[src/rtl/issue_sched_pkg.sv]
// -----------------------------------------------------------------------------
// issue_sched_pkg
// Shared rename/issue types used by the issue scheduler and its neighbours.
//   p_reg_t     : physical register tag (valid, idx)
//   src_t       : renamed source operand (valid, idx, ready)
//   br_result_t : branch outcome (valid, hit); valid && !hit means flush
//   rinstr_t    : renamed instruction (valid, op, rd, rs1, rs2)
//   iq_entry_t  : issue-queue entry (valid, age rank, instruction)
//   IQ_DEPTH    : default issue-queue depth
// Helper functions implement the tag-broadcast wakeup and the source
// readiness test so every stage applies them identically.
// -----------------------------------------------------------------------------
package issue_sched_pkg;

  localparam int IQ_DEPTH = 8;
  localparam int PREG_W   = 6;
  localparam int OP_W     = 8;
  // Wide enough for the age rank of the largest supported queue (16).
  localparam int IQ_AGE_W = 4;

  typedef struct packed {
    logic              valid;
    logic [PREG_W-1:0] idx;
  } p_reg_t;

  typedef struct packed {
    logic              valid;
    logic [PREG_W-1:0] idx;
    logic              ready;
  } src_t;

  typedef struct packed {
    logic valid;
    logic hit;
  } br_result_t;

  typedef struct packed {
    logic            valid;
    logic [OP_W-1:0] op;
    p_reg_t          rd;
    src_t            rs1;
    src_t            rs2;
  } rinstr_t;

  // age is a rank: the number of older valid entries. Ranks are unique among
  // valid entries, so the oldest entry always has the smallest rank and there
  // is no wrap-around to disambiguate.
  typedef struct packed {
    logic                valid;
    logic [IQ_AGE_W-1:0] age;
    rinstr_t             instr;
  } iq_entry_t;

  // p0 is hard-wired ready, so a broadcast of tag 0 never wakes anything.
  function automatic logic wb_match(src_t s, p_reg_t wb);
    return wb.valid && (wb.idx != '0) && (s.idx == wb.idx);
  endfunction

  function automatic src_t src_wake(src_t s, p_reg_t wb);
    src_t r;
    r = s;
    if (wb_match(s, wb)) r.ready = 1'b1;
    return r;
  endfunction

  // An unused source never blocks issue.
  function automatic logic src_ready(src_t s);
    return !s.valid || s.ready;
  endfunction

endpackage

[src/rtl/issue_sched_if.sv]
// -----------------------------------------------------------------------------
// issue_sched_if
// Bundles the scheduler's datapath and handshake signals.
//   br_result_i   : branch outcome; valid && !hit flushes the queue
//   rinstr_i      : renamed instruction from rename (rinstr_i.valid = offer)
//   rinstr_ready_o: scheduler can accept rinstr_i this cycle
//   wb_i          : writeback tag broadcast
//   issue_o       : registered instruction toward the functional unit
//   issue_ready_i : functional unit accepts issue_o
//   count_o       : number of occupied queue entries
// modport master = rename/FU side, modport slave = scheduler.
//
// Handshake: a transfer happens on a rising edge where valid and ready are
// both high. valid never depends on ready in the same cycle, and once
// issue_o.valid is high issue_o holds bit-identical until issue_ready_i.
// -----------------------------------------------------------------------------
interface issue_sched_if
  import issue_sched_pkg::*;
#(
  parameter int DEPTH = IQ_DEPTH
) ();

  localparam int CNT_W = $clog2(DEPTH + 1);

  br_result_t       br_result_i;
  rinstr_t          rinstr_i;
  logic             rinstr_ready_o;
  p_reg_t           wb_i;
  rinstr_t          issue_o;
  logic             issue_ready_i;
  logic [CNT_W-1:0] count_o;

  modport master (
    output br_result_i,
    output rinstr_i,
    output wb_i,
    output issue_ready_i,
    input  rinstr_ready_o,
    input  issue_o,
    input  count_o
  );

  modport slave (
    input  br_result_i,
    input  rinstr_i,
    input  wb_i,
    input  issue_ready_i,
    output rinstr_ready_o,
    output issue_o,
    output count_o
  );

endinterface

[src/rtl/iq_age_select.sv]
// -----------------------------------------------------------------------------
// iq_age_select
// Picks the oldest eligible issue-queue entry.
//   eligible_i : per-entry "valid and all sources ready"
//   age_i      : per-entry age rank (0 = oldest)
//   sel_idx_o  : index of the eligible entry with the smallest rank
//   found_o    : at least one entry is eligible
// Ranks of valid entries are unique, so the result never depends on a tie.
// -----------------------------------------------------------------------------
module iq_age_select
  import issue_sched_pkg::*;
#(
  parameter int DEPTH = IQ_DEPTH,
  localparam int IDX_W = $clog2(DEPTH)
) (
  input  logic [DEPTH-1:0]               eligible_i,
  input  logic [DEPTH-1:0][IQ_AGE_W-1:0] age_i,
  output logic [IDX_W-1:0]               sel_idx_o,
  output logic                           found_o
);

  logic [IDX_W-1:0]    best_idx;
  logic [IQ_AGE_W-1:0] best_age;
  logic                any;

  always_comb begin
    best_idx = '0;
    best_age = '1;
    any      = 1'b0;
    for (int i = 0; i < DEPTH; i++) begin
      if (eligible_i[i] && (!any || (age_i[i] < best_age))) begin
        any      = 1'b1;
        best_idx = IDX_W'(i);
        best_age = age_i[i];
      end
    end
  end

  assign sel_idx_o = best_idx;
  assign found_o   = any;

endmodule

[src/rtl/issue_sched.sv]
// -----------------------------------------------------------------------------
// issue_sched
// Out-of-order issue queue: holds up to DEPTH renamed instructions, wakes
// their sources on writeback tag broadcasts and issues the oldest ready
// instruction into a single registered issue slot.
//   clk_i  : clock
//   rst_ni : asynchronous active-low reset (clears all entries and issue_o)
//   bus    : issue_sched_if.slave (rename input, wakeup, flush, issue output,
//            occupancy count)
// Parameter DEPTH: number of entries, power of two in 2..16.
// Build option IQ_WB_FORWARD_EN: when defined, a tag matching wb_i in the
// current cycle already counts as ready for selection (zero-cycle wakeup);
// otherwise an entry becomes eligible the cycle after its ready bit is set.
// -----------------------------------------------------------------------------
module issue_sched
  import issue_sched_pkg::*;
#(
  parameter int DEPTH = IQ_DEPTH
) (
  input logic          clk_i,
  input logic          rst_ni,
  issue_sched_if.slave bus
);

  localparam int IDX_W = $clog2(DEPTH);
  localparam int CNT_W = $clog2(DEPTH + 1);

  iq_entry_t [DEPTH-1:0] entry_q;
  rinstr_t               issue_q;
  logic [CNT_W-1:0]      count_q;

  logic                           flush;
  logic                           enq;
  logic                           do_issue;
  logic                           found;
  logic [DEPTH-1:0]               eligible;
  logic [DEPTH-1:0][IQ_AGE_W-1:0] ages;
  logic [IDX_W-1:0]               sel_idx;
  logic [IDX_W-1:0]               free_idx;
  logic [IQ_AGE_W-1:0]            sel_age;
  logic [CNT_W-1:0]               count_after_deq;
  logic [CNT_W-1:0]               count_next;
  iq_entry_t                      enq_entry;
  rinstr_t                        sel_instr;

  assign flush = bus.br_result_i.valid && !bus.br_result_i.hit;

  assign bus.rinstr_ready_o = (count_q < CNT_W'(DEPTH));
  assign enq                = bus.rinstr_i.valid && bus.rinstr_ready_o && !flush;

  // The issue slot is refilled whenever it is empty or being consumed.
  assign do_issue = found && (!issue_q.valid || bus.issue_ready_i);

  always_comb begin
    eligible = '0;
    ages     = '0;
    for (int i = 0; i < DEPTH; i++) begin
      ages[i] = entry_q[i].age;
`ifdef IQ_WB_FORWARD_EN
      eligible[i] = entry_q[i].valid
                 && src_ready(src_wake(entry_q[i].instr.rs1, bus.wb_i))
                 && src_ready(src_wake(entry_q[i].instr.rs2, bus.wb_i));
`else
      eligible[i] = entry_q[i].valid
                 && src_ready(entry_q[i].instr.rs1)
                 && src_ready(entry_q[i].instr.rs2);
`endif
    end
  end

  iq_age_select #(
    .DEPTH (DEPTH)
  ) u_age_select (
    .eligible_i (eligible),
    .age_i      (ages),
    .sel_idx_o  (sel_idx),
    .found_o    (found)
  );

  // Lowest-numbered free slot. Enqueue is only allowed below DEPTH, so a free
  // slot always exists when enq is high.
  always_comb begin
    free_idx = '0;
    for (int i = DEPTH - 1; i >= 0; i--) begin
      if (!entry_q[i].valid) free_idx = IDX_W'(i);
    end
  end

  // The issued copy also sees this cycle's wakeup so downstream never gets a
  // stale ready bit.
  always_comb begin
    sel_instr     = entry_q[sel_idx].instr;
    sel_instr.rs1 = src_wake(sel_instr.rs1, bus.wb_i);
    sel_instr.rs2 = src_wake(sel_instr.rs2, bus.wb_i);
    sel_age       = entry_q[sel_idx].age;
  end

  // A new entry ranks behind every entry that survives this cycle.
  assign count_after_deq = count_q - CNT_W'(do_issue);
  assign count_next      = count_q + CNT_W'(enq) - CNT_W'(do_issue);

  always_comb begin
    enq_entry             = '0;
    enq_entry.valid       = 1'b1;
    enq_entry.age         = IQ_AGE_W'(count_after_deq);
    enq_entry.instr       = bus.rinstr_i;
    enq_entry.instr.valid = 1'b1;
    enq_entry.instr.rs1   = src_wake(bus.rinstr_i.rs1, bus.wb_i);
    enq_entry.instr.rs2   = src_wake(bus.rinstr_i.rs2, bus.wb_i);
  end

  always_ff @(posedge clk_i or negedge rst_ni) begin
    if (!rst_ni) begin
      entry_q <= '0;
      issue_q <= '0;
      count_q <= '0;
    end else if (flush) begin
      entry_q <= '0;
      issue_q <= '0;
      count_q <= '0;
    end else begin
      for (int i = 0; i < DEPTH; i++) begin
        if (entry_q[i].valid) begin
          entry_q[i].instr.rs1 <= src_wake(entry_q[i].instr.rs1, bus.wb_i);
          entry_q[i].instr.rs2 <= src_wake(entry_q[i].instr.rs2, bus.wb_i);
          if (do_issue && (sel_idx == IDX_W'(i))) begin
            entry_q[i].valid <= 1'b0;
          end else if (do_issue && (entry_q[i].age > sel_age)) begin
            // Close the gap left by the departing entry to keep ranks dense.
            entry_q[i].age <= entry_q[i].age - IQ_AGE_W'(1);
          end
        end
      end
      if (enq) entry_q[free_idx] <= enq_entry;
      if (do_issue) begin
        issue_q <= sel_instr;
      end else if (bus.issue_ready_i) begin
        issue_q <= '0;
      end
      count_q <= count_next;
    end
  end

  assign bus.issue_o = issue_q;
  assign bus.count_o = count_q;

endmodule

[src/flat_wrapper.sv]
// flat-port wrapper written by rule: the top's interface ports become plain ports
module issue_sched_flat import issue_sched_pkg::*;
#(
  parameter int DEPTH = IQ_DEPTH
)
  (clk_i, rst_ni, bus_br_result_i, bus_rinstr_i, bus_wb_i, bus_issue_ready_i, bus_rinstr_ready_o, bus_issue_o, bus_count_o);
  issue_sched_if #(.DEPTH(DEPTH)) bus_i ();
  input logic clk_i;
  input logic rst_ni;
  input wire logic [$bits(bus_i.br_result_i)-1:0] bus_br_result_i;
  input wire logic [$bits(bus_i.rinstr_i)-1:0] bus_rinstr_i;
  input wire logic [$bits(bus_i.wb_i)-1:0] bus_wb_i;
  input wire logic [$bits(bus_i.issue_ready_i)-1:0] bus_issue_ready_i;
  output wire logic [$bits(bus_i.rinstr_ready_o)-1:0] bus_rinstr_ready_o;
  output wire logic [$bits(bus_i.issue_o)-1:0] bus_issue_o;
  output wire logic [$bits(bus_i.count_o)-1:0] bus_count_o;
  assign bus_i.br_result_i = bus_br_result_i;
  assign bus_i.rinstr_i = bus_rinstr_i;
  assign bus_i.wb_i = bus_wb_i;
  assign bus_i.issue_ready_i = bus_issue_ready_i;
  assign bus_rinstr_ready_o = bus_i.rinstr_ready_o;
  assign bus_issue_o = bus_i.issue_o;
  assign bus_count_o = bus_i.count_o;
  issue_sched #(.DEPTH(DEPTH)) u_core (.clk_i(clk_i), .rst_ni(rst_ni), .bus(bus_i));
endmodule
[config.mk]
export PLATFORM = sky130hd
export DESIGN_NAME = issue_sched_flat
export DESIGN_NICKNAME = d
export VERILOG_FILES = /design/src/rtl/issue_sched_pkg.sv /design/src/rtl/issue_sched_if.sv /design/src/rtl/iq_age_select.sv /design/src/rtl/issue_sched.sv /design/src/flat_wrapper.sv
export SDC_FILE = /design/constraint.sdc
export NUM_CORES = 1
export LEC_CHECK = 0
export CAP_MARGIN = 25
export CORE_MARGIN = 3
export CORE_UTILIZATION = 65
export CTS_CLUSTER_DIAMETER = 50
export DETAILED_ROUTE_END_ITERATION = 8
export GPL_ROUTABILITY_DRIVEN = 0
export MAX_ROUTING_LAYER = met4
export PLACE_DENSITY_LB_ADDON = 0.1
export SLEW_MARGIN = 20
export SYNTH_ARGS = -nofsm -noshare
export SYNTH_HDL_FRONTEND = slang
export SYNTH_SLANG_ARGS = --single-unit
[constraint.sdc]
create_clock -name clk_i -period 21.2 [get_ports clk_i]
set_clock_uncertainty 0.05 [all_clocks]
set_input_delay 4.24 -clock clk_i [delete_from_list [all_inputs] [get_ports clk_i]]
set_output_delay 4.24 -clock clk_i [all_outputs]
set_load 0.005 [all_outputs]
==> flow_metrics.env, run 1 <==
export IMPL_post_route_cells_drive_above_1_share_pct=7.86
export IMPL_synth_seq_cells=332
export IMPL_tritoncts="yes"
export IMPL_yosys_cell_types_count=99
export IMPL_fmax_mhz=61.9
export IMPL_ys_async_sr_fraction_pct=100
export IMPL_setup_worst_path_end_class="flip-flop"
export IMPL_synth_seq_area_share_pct=42.5
export IMPL_rsz_0062_raised_after_global_routing="false"
export IMPL_grt_antenna_before_repair=2
export IMPL_power_per_cell_area_nw_per_um2=144
export IMPL_whs_path_depth=2
export IMPL_post_cts_buffers=0
export IMPL_ys_top_cells_by_count="sky130_fd_sc_hd__dfrtp_1, sky130_fd_sc_hd__nand2_1, sky130_fd_sc_hd__a22o_1"
export IMPL_drt_pass1_iter_count=9
export IMPL_clk_root_buffer_cell="sky130_fd_sc_hd__clkbuf_16"
export IMPL_drt_total_wl_um=68100
export IMPL_numClockSinks=332
export IMPL_worst_endpoint_required_ns=21.58
export IMPL_timing_final_ws_setup_ns=5.05
export IMPL_reg2reg_depth=71
export IMPL_placeableCoreArea_um2=29200
export IMPL_layout_area_overhead_vs_synth_pct=12.9
export IMPL_max_vdd_ir_drop_uv=96.5
export IMPL_timing_setup_critical_path_class="flip-flop to flip-flop"
export IMPL_grt_overflow_total=0
export IMPL_postCtsResizedCells=0
export IMPL_routedWlPerCell_um=26.9
export IMPL_ctsLongestPathBuffers=3
export IMPL_timing_critical_path_from_type="flip-flop"
export IMPL_placedCellCount=2454
export IMPL_failed_checks="DRC"
export IMPL_cell_area_after_synthesis_um2=19500
export IMPL_preCtsSetupSlack_ns=5.61
export IMPL_worstReg2RegStart="u_core.entry_q[8]"
export IMPL_synth_edf_count=0
export IMPL_grt_max_degree=128
export IMPL_fin_max_slew_vios=0
export IMPL_critPathBufInv=8
export IMPL_die_height_um=179
export IMPL_standard_cell_row_count=62
export IMPL_pin_count=81
export IMPL_status="complete, but fails checks"
export IMPL_drt_first_iter_violations=2663
export IMPL_final_period_utilization_pct=76.2
export IMPL_synthesis_nets=2228
export IMPL_yosysMostFrequentCell="sky130_fd_sc_hd__dfrtp_1"
export IMPL_reg2reg_slack_ns=5.05
export IMPL_grt_pass1_vias=18123
export IMPL_drt_antenna_violating_nets=0
export IMPL_timing_hold_worst_class="flip-flop to flip-flop"
export IMPL_worst_slew_pin_transition_ns=1.12
export IMPL_cp_startpoint="u_core.entry_q[8]"
export IMPL_fin_tns_setup_ns=0
export IMPL_clk_pin_slew_ns=0.06
export IMPL_critical_path_max_stage_delay_ns=0.50
export IMPL_yosysWarningCount=0
export IMPL_timing_critical_path_mode_cell="sky130_fd_sc_hd__ha_1"
export IMPL_port_buffers=80
export IMPL_ys_flop_type="sky130_fd_sc_hd__dfrtp_1"
export IMPL_fillers=2075
export IMPL_die_width_um=179
export IMPL_hold_end="u_core.bus.issue_o[17]"
export IMPL_timing_critical_path_arrival_ns=16.53
export IMPL_synth_largest_type_area_fraction_pct=42.5
export IMPL_numCtsBuffers=39
export IMPL_hpwlAfterDp_um=43200
export IMPL_syn_mean_instance_area_um2=9.19
export IMPL_vias_per_cell=7.34
export IMPL_post_cts_hold_buffer_count=0
export IMPL_design_die_area_um2=32200
export IMPL_cts_htree_levels=2
export IMPL_vias_post_dr=18617
export IMPL_leakagePower_nw=9.59
export IMPL_drt_drc_violations_left=4
export IMPL_r2r_end="u_core.ages[19]"
export IMPL_setup_viol=0
export IMPL_stdcell_count=2536
export IMPL_post_synth_inst_count=2126
export IMPL_start_util_pct=67.0
export IMPL_synth_largest_area_cell="sky130_fd_sc_hd__dfrtp_1"
export IMPL_grt_util_all_layers_pct=43.4
export IMPL_finalHoldViolations=0
export IMPL_critPathMaxFanout=40
export IMPL_crit_slowest_cell="sky130_fd_sc_hd__a2bb2oi_1"
export IMPL_clock_insertion_delay_worst_skew_ns=0.54
export IMPL_grt_first_pass_wirelength_um=104000
export IMPL_drv_max_cap_violation_count=0
export IMPL_max_slew_margin_rel_pct=25.1
export IMPL_hold_start="u_core.bus.issue_o[17]"
export IMPL_final_nets=2222
export IMPL_timing_final_crit_period_ns=16.15
export IMPL_path_delay_family="compound AO/OA/AOI/OAI gates"
export IMPL_yosys_top_cells_area="sky130_fd_sc_hd__dfrtp_1, sky130_fd_sc_hd__a22o_1, sky130_fd_sc_hd__nand2_1"
-- routing by layer --
layer  global-route usage [%]  routed length (um)  part of all wire [%]
met4                     23.6                4190                   6.1
met5                        -                   0                     0
met3                     12.8                9100                    13
met1                     56.3               25500                    37
met2                     61.4               29300                    43
-- layout make-up --
type	count	area (um^2)	area share [%]
multi-input combinational	1558	10400	47.3
sequential	332	8310	37.7
timing repair buffer	126	1290	5.86
clock buffer	55	1110	5.02
tap	384	480	2.18
inverter	63	236	1.07
clock inverter	16	204	0.924
antenna	2	5.00	0.0227
-- placed cells by master (no fill, tap or decap), types with 36 or more instances in the layout --
| cell | Yosys | layout |
|---|---|---|
| sky130_fd_sc_hd__dfrtp_1 | 332 | 332 |
| sky130_fd_sc_hd__a22o_1 | 165 | 165 |
| sky130_fd_sc_hd__clkbuf_16 | 0 | 40 |
| sky130_fd_sc_hd__ha_1 | 57 | 57 |
| sky130_fd_sc_hd__xnor2_1 | 91 | 91 |
| sky130_fd_sc_hd__xor2_1 | 55 | 55 |
| sky130_fd_sc_hd__inv_1 | 61 | 61 |
| sky130_fd_sc_hd__o22ai_1 | 55 | 55 |
| sky130_fd_sc_hd__nor2_1 | 111 | 104 |
| sky130_fd_sc_hd__nor3_1 | 54 | 53 |
| sky130_fd_sc_hd__nand4_1 | 39 | 39 |
| sky130_fd_sc_hd__clkdlybuf4s50_1 | 0 | 79 |
| sky130_fd_sc_hd__a21oi_1 | 124 | 118 |
| sky130_fd_sc_hd__buf_4 | 0 | 36 |
| sky130_fd_sc_hd__nand2_1 | 327 | 326 |
| sky130_fd_sc_hd__o21ai_0 | 67 | 67 |
-- registers in the layout (all words and copies together) (netlist names) --
register            count
u_core.ages            32
u_core.bus.count_o      4
u_core.bus.issue_o     32
u_core.entry_q        264
-- kinds of logic (layout without fill, tap and decap cells) --
family,after synthesis,count (layout),synth area share (%)
and+or+nand+nor,662,662,15.7
AOI/OAI and AO/OA,650,650,24.4
DFF,332,332,42.5
buffers and inverters,236,260,4.82
xor gates and xnor gates,147,147,6.69
adders and majority gates,59,59,3.80
muxes,40,40,2.12
other,0,2,0
-- per-stage QoR --
stage          instance area, um^2  hold WS, ns  total power [mW]  utilization, %
6_report                     22100        0.415              3.17            75.6
5_1_grt                      22100        0.437              3.32            75.6
2_1_floorplan                19500        0.397              1.89               -
3_3_place_gp                 20500        0.399              2.34            70.3
3_5_place_dp                 20600        0.408              2.41            70.5
4_1_cts                      21900        0.421              3.09            75.0
-- where the power goes --
| part | leakage, nW | total (mW) | internal (mW) | switching [mW] |
|---|---|---|---|---|
| clock network | 0.630 | 0.682 | 0.406 | 0.276 |
| logic | 4.39 | 1.67 | 0.621 | 1.05 |
| registers | 4.56 | 0.817 | 0.721 | 0.0960 |
| total | 9.59 | 3.17 | 1.75 | 1.42 |
-- worst reg2reg max path, delay by kind of cell, from the launching register on --
kind,cells,cell delay [ns]
compound gates,28,7.16
xor+xnor,1,0.16
mux,1,0.24
fa+ha+maj,8,2.31
flops,1,0.43
buf+inv,8,1.30
simple gates,25,4.37
-- worst max-delay path by stage --
stage / cells after the start / end / slack, ns
floorplan: 68 / u_core.ages[27] / 7.58
global placement: 69 / u_core.ages[15] / 6.03
detailed placement: 72 / u_core.ages[15] / 5.61
CTS: 71 / u_core.ages[27] / 5.59
global route: 72 / u_core.ages[15] / 4.01
finish: 71 / u_core.ages[19] / 5.05
No activity file was read; power rests on OpenSTA's default activity.
==> inputs of run 2 (changes only) <==
Settings changed: CORE_UTILIZATION 65 to 56.
Clock period 21.2 ns to 13.35 ns, I/O delays scaled along.
==> run 2 against run 1 <==
  * The flow now finishes without violations
  * Routed wire length is 4.6% higher
  * Final area is 4.6% higher
  * Final cell count is 4.9% higher
  * Clock-buffer cell count is 1 higher
  * Global-route usage is 4.6 points lower
  * Non-clock buffer count is 59 higher
  * Clock power is 63% higher
  * Sequential share of layout area is 1.7 points lower
  * Critical path type unchanged
  * Largest power group unchanged
==> flow_metrics.env, run 2 (same netlist as run 1, synthesis figures left out) <==
export IMPL_drv_max_cap_violation_count=0
export IMPL_timing_critical_path_mode_cell="sky130_fd_sc_hd__nand2_1"
export IMPL_setup_worst_path_end_class="flip-flop"
export IMPL_die_width_um=193
export IMPL_timing_final_crit_period_ns=13.07
export IMPL_design_die_area_um2=37200
export IMPL_die_height_um=193
export IMPL_vias_per_cell=6.92
export IMPL_tritoncts="yes"
export IMPL_crit_slowest_cell="sky130_fd_sc_hd__dfrtp_1"
export IMPL_worst_slew_pin_transition_ns=1.20
export IMPL_routed_wl_met2_um=31900
export IMPL_status="complete, no violations"
export IMPL_worst_endpoint_required_ns=13.73
export IMPL_registers_top_by_ff_count="u_core.entry_q"
export IMPL_stdcell_count=2661
export IMPL_start_util_pct=57.5
export IMPL_fin_max_slew_vios=0
export IMPL_grt_max_degree=170
export IMPL_grt_antenna_before_repair=0
export IMPL_post_layout_total_power_mw=5.32
export IMPL_standard_cell_row_count=67
export IMPL_commonest_cells_after_routing_fill_and_taps_aside="sky130_fd_sc_hd__dfrtp_1, sky130_fd_sc_hd__nand2_1, sky130_fd_sc_hd__a22o_1"
export IMPL_wl_met3_um=8120
export IMPL_fmax_mhz=76.5
export IMPL_finish_utilization_pct=68.0
export IMPL_setup_viol=0
export IMPL_grt_first_pass_wirelength_um=107000
export IMPL_placedCellCount=2546
export IMPL_highest_signal_layer="met4"
export IMPL_ctsLongestPathBuffers=3
export IMPL_cts_htree_levels=2
export IMPL_timing_critical_path_arrival_ns=13.45
export IMPL_placeableCoreArea_um2=34000
export IMPL_antenna_fix_cells=0
export IMPL_drt_first_iter_violations=2338
export IMPL_finalHoldViolations=0
export IMPL_drt_pass1_iter_count=6
export IMPL_grt_util_all_layers_pct=38.8
export IMPL_hpwlAfterDp_um=44600
export IMPL_leakagePower_nw=9.97
export IMPL_numCtsBuffers=41
export IMPL_timing_setup_critical_path_class="flip-flop to flip-flop"
export IMPL_fillers=2667
export IMPL_final_common_cell="sky130_fd_sc_hd__dfrtp_1"
export IMPL_clk_pin_slew_ns=0.06
export IMPL_power_per_cell_area_nw_per_um2=231
export IMPL_timing_hold_worst_class="flip-flop to flip-flop"
export IMPL_layout_area_overhead_vs_synth_pct=18.2
export IMPL_largest_register_ffs=264
export IMPL_routedWlPerCell_um=26.8
export IMPL_numClockSinks=332
export IMPL_post_route_cells_drive_above_1_share_pct=13.6
export IMPL_drt_met1_wl_um=27200
export IMPL_final_nets=2284
export IMPL_clock_insertion_delay_worst_skew_ns=0.54
export IMPL_drt_antenna_violating_nets=0
export IMPL_port_buffers=80
export IMPL_critPathBufInv=9
export IMPL_grt_overflow_total=0
export IMPL_final_period_utilization_pct=97.9
export IMPL_critPathMaxFanout=12
export IMPL_max_vdd_ir_drop_uv=132
export IMPL_path_delay_family="compound AO/OA/AOI/OAI gates"
export IMPL_pin_count=81
export IMPL_clk_root_buffer_cell="sky130_fd_sc_hd__clkbuf_16"
export IMPL_timing_critical_path_from_type="flip-flop"
export IMPL_grt_pass1_vias=17904
export IMPL_max_slew_margin_rel_pct=19.9
export IMPL_critical_path_max_stage_delay_ns=0.42
export IMPL_drt_total_wl_um=71300
export IMPL_drt_drc_violations_left=0
export IMPL_vias_post_dr=18407
[run 2: changes by cell type in the layout (fill, tap and decap cells not counted), sizes merged]
cell | previous run | this run
buf | 46 | 106
bufinv | 3 | 1
clkinv | 9 | 10
clkinvlp | 3 | 1
diode | 2 | 0
inv | 64 | 69
nand3 | 20 | 21
[run 2: area by class of cell]
cell class	instances	area, um^2	share of cell area [%]
clock buffers	56	1190	5.18
flip-flops and latches	332	8310	36.0
inverters	63	236	1.02
well taps	448	561	2.43
multi-input cells	1559	10900	47.0
repair buffers	185	1770	7.67
clock inverters	18	164	0.710
[run 2: report_power, final]
part | total, mW | internal, mW | switching, mW
registers | 1.29 | 1.15 | 0.141
clock network | 1.11 | 0.655 | 0.456
logic | 2.93 | 1.14 | 1.78
total | 5.32 | 2.95 | 2.38
[run 2: worst paths after layout]
check,startpoint,to,slack (ns),depth (start not counted)
max,u_core.entry_q[15],u_core.ages[27],0.28,72
min,u_core.bus.issue_o[17],u_core.bus.issue_o[17],0.42,2
max reg2reg,u_core.entry_q[15],u_core.ages[27],0.28,72
min reg2reg,u_core.bus.issue_o[17],u_core.bus.issue_o[17],0.42,2
max in group asynchronous,rst_ni,u_core.bus.count_o[1],8.94,3
min in group asynchronous,rst_ni,u_core.bus.issue_o[13],2.08,1
[run 2: layer usage]
metal / track usage (%) / up-vias
met4: 19.7 / 0
li1: - / 7905
met3: 9.06 / 298
met2: 57.9 / 1232
met5: - / -
met1: 49.6 / 8972
[run 2: timing repair]
action                                  CTS  global route
cloned                                    1             1
resized for setup                        25            76
pin swaps                                 3            27
endpoints found under the setup margin   34            50
hold buffers                              0             0
buffers inserted                          7            27
[run 2: tightest hold or removal path, delay by kind of cell, from the launching register on]
| family | cells | cell delay (ns) |
|---|---|---|
| flip-flops | 1 | 0.34 |
| AND/OR/NAND/NOR | 2 | 0.10 |
[run 2: through the flow]
step / setup TNS (ns) / hold slack (ns) / instance area [um^2] / worst slack, ns
3_3_place_gp: -0.0855 / 0.400 / 20800 / -0.0653
4_1_cts: 0 / 0.419 / 22400 / 0.00199
2_1_floorplan: 0 / 0.397 / 19500 / 0.00530
5_1_grt: -4.77 / 0.440 / 23100 / -0.246
3_5_place_dp: -16.69 / 0.406 / 20900 / -0.631
6_report: 0 / 0.415 / 23100 / 0.280
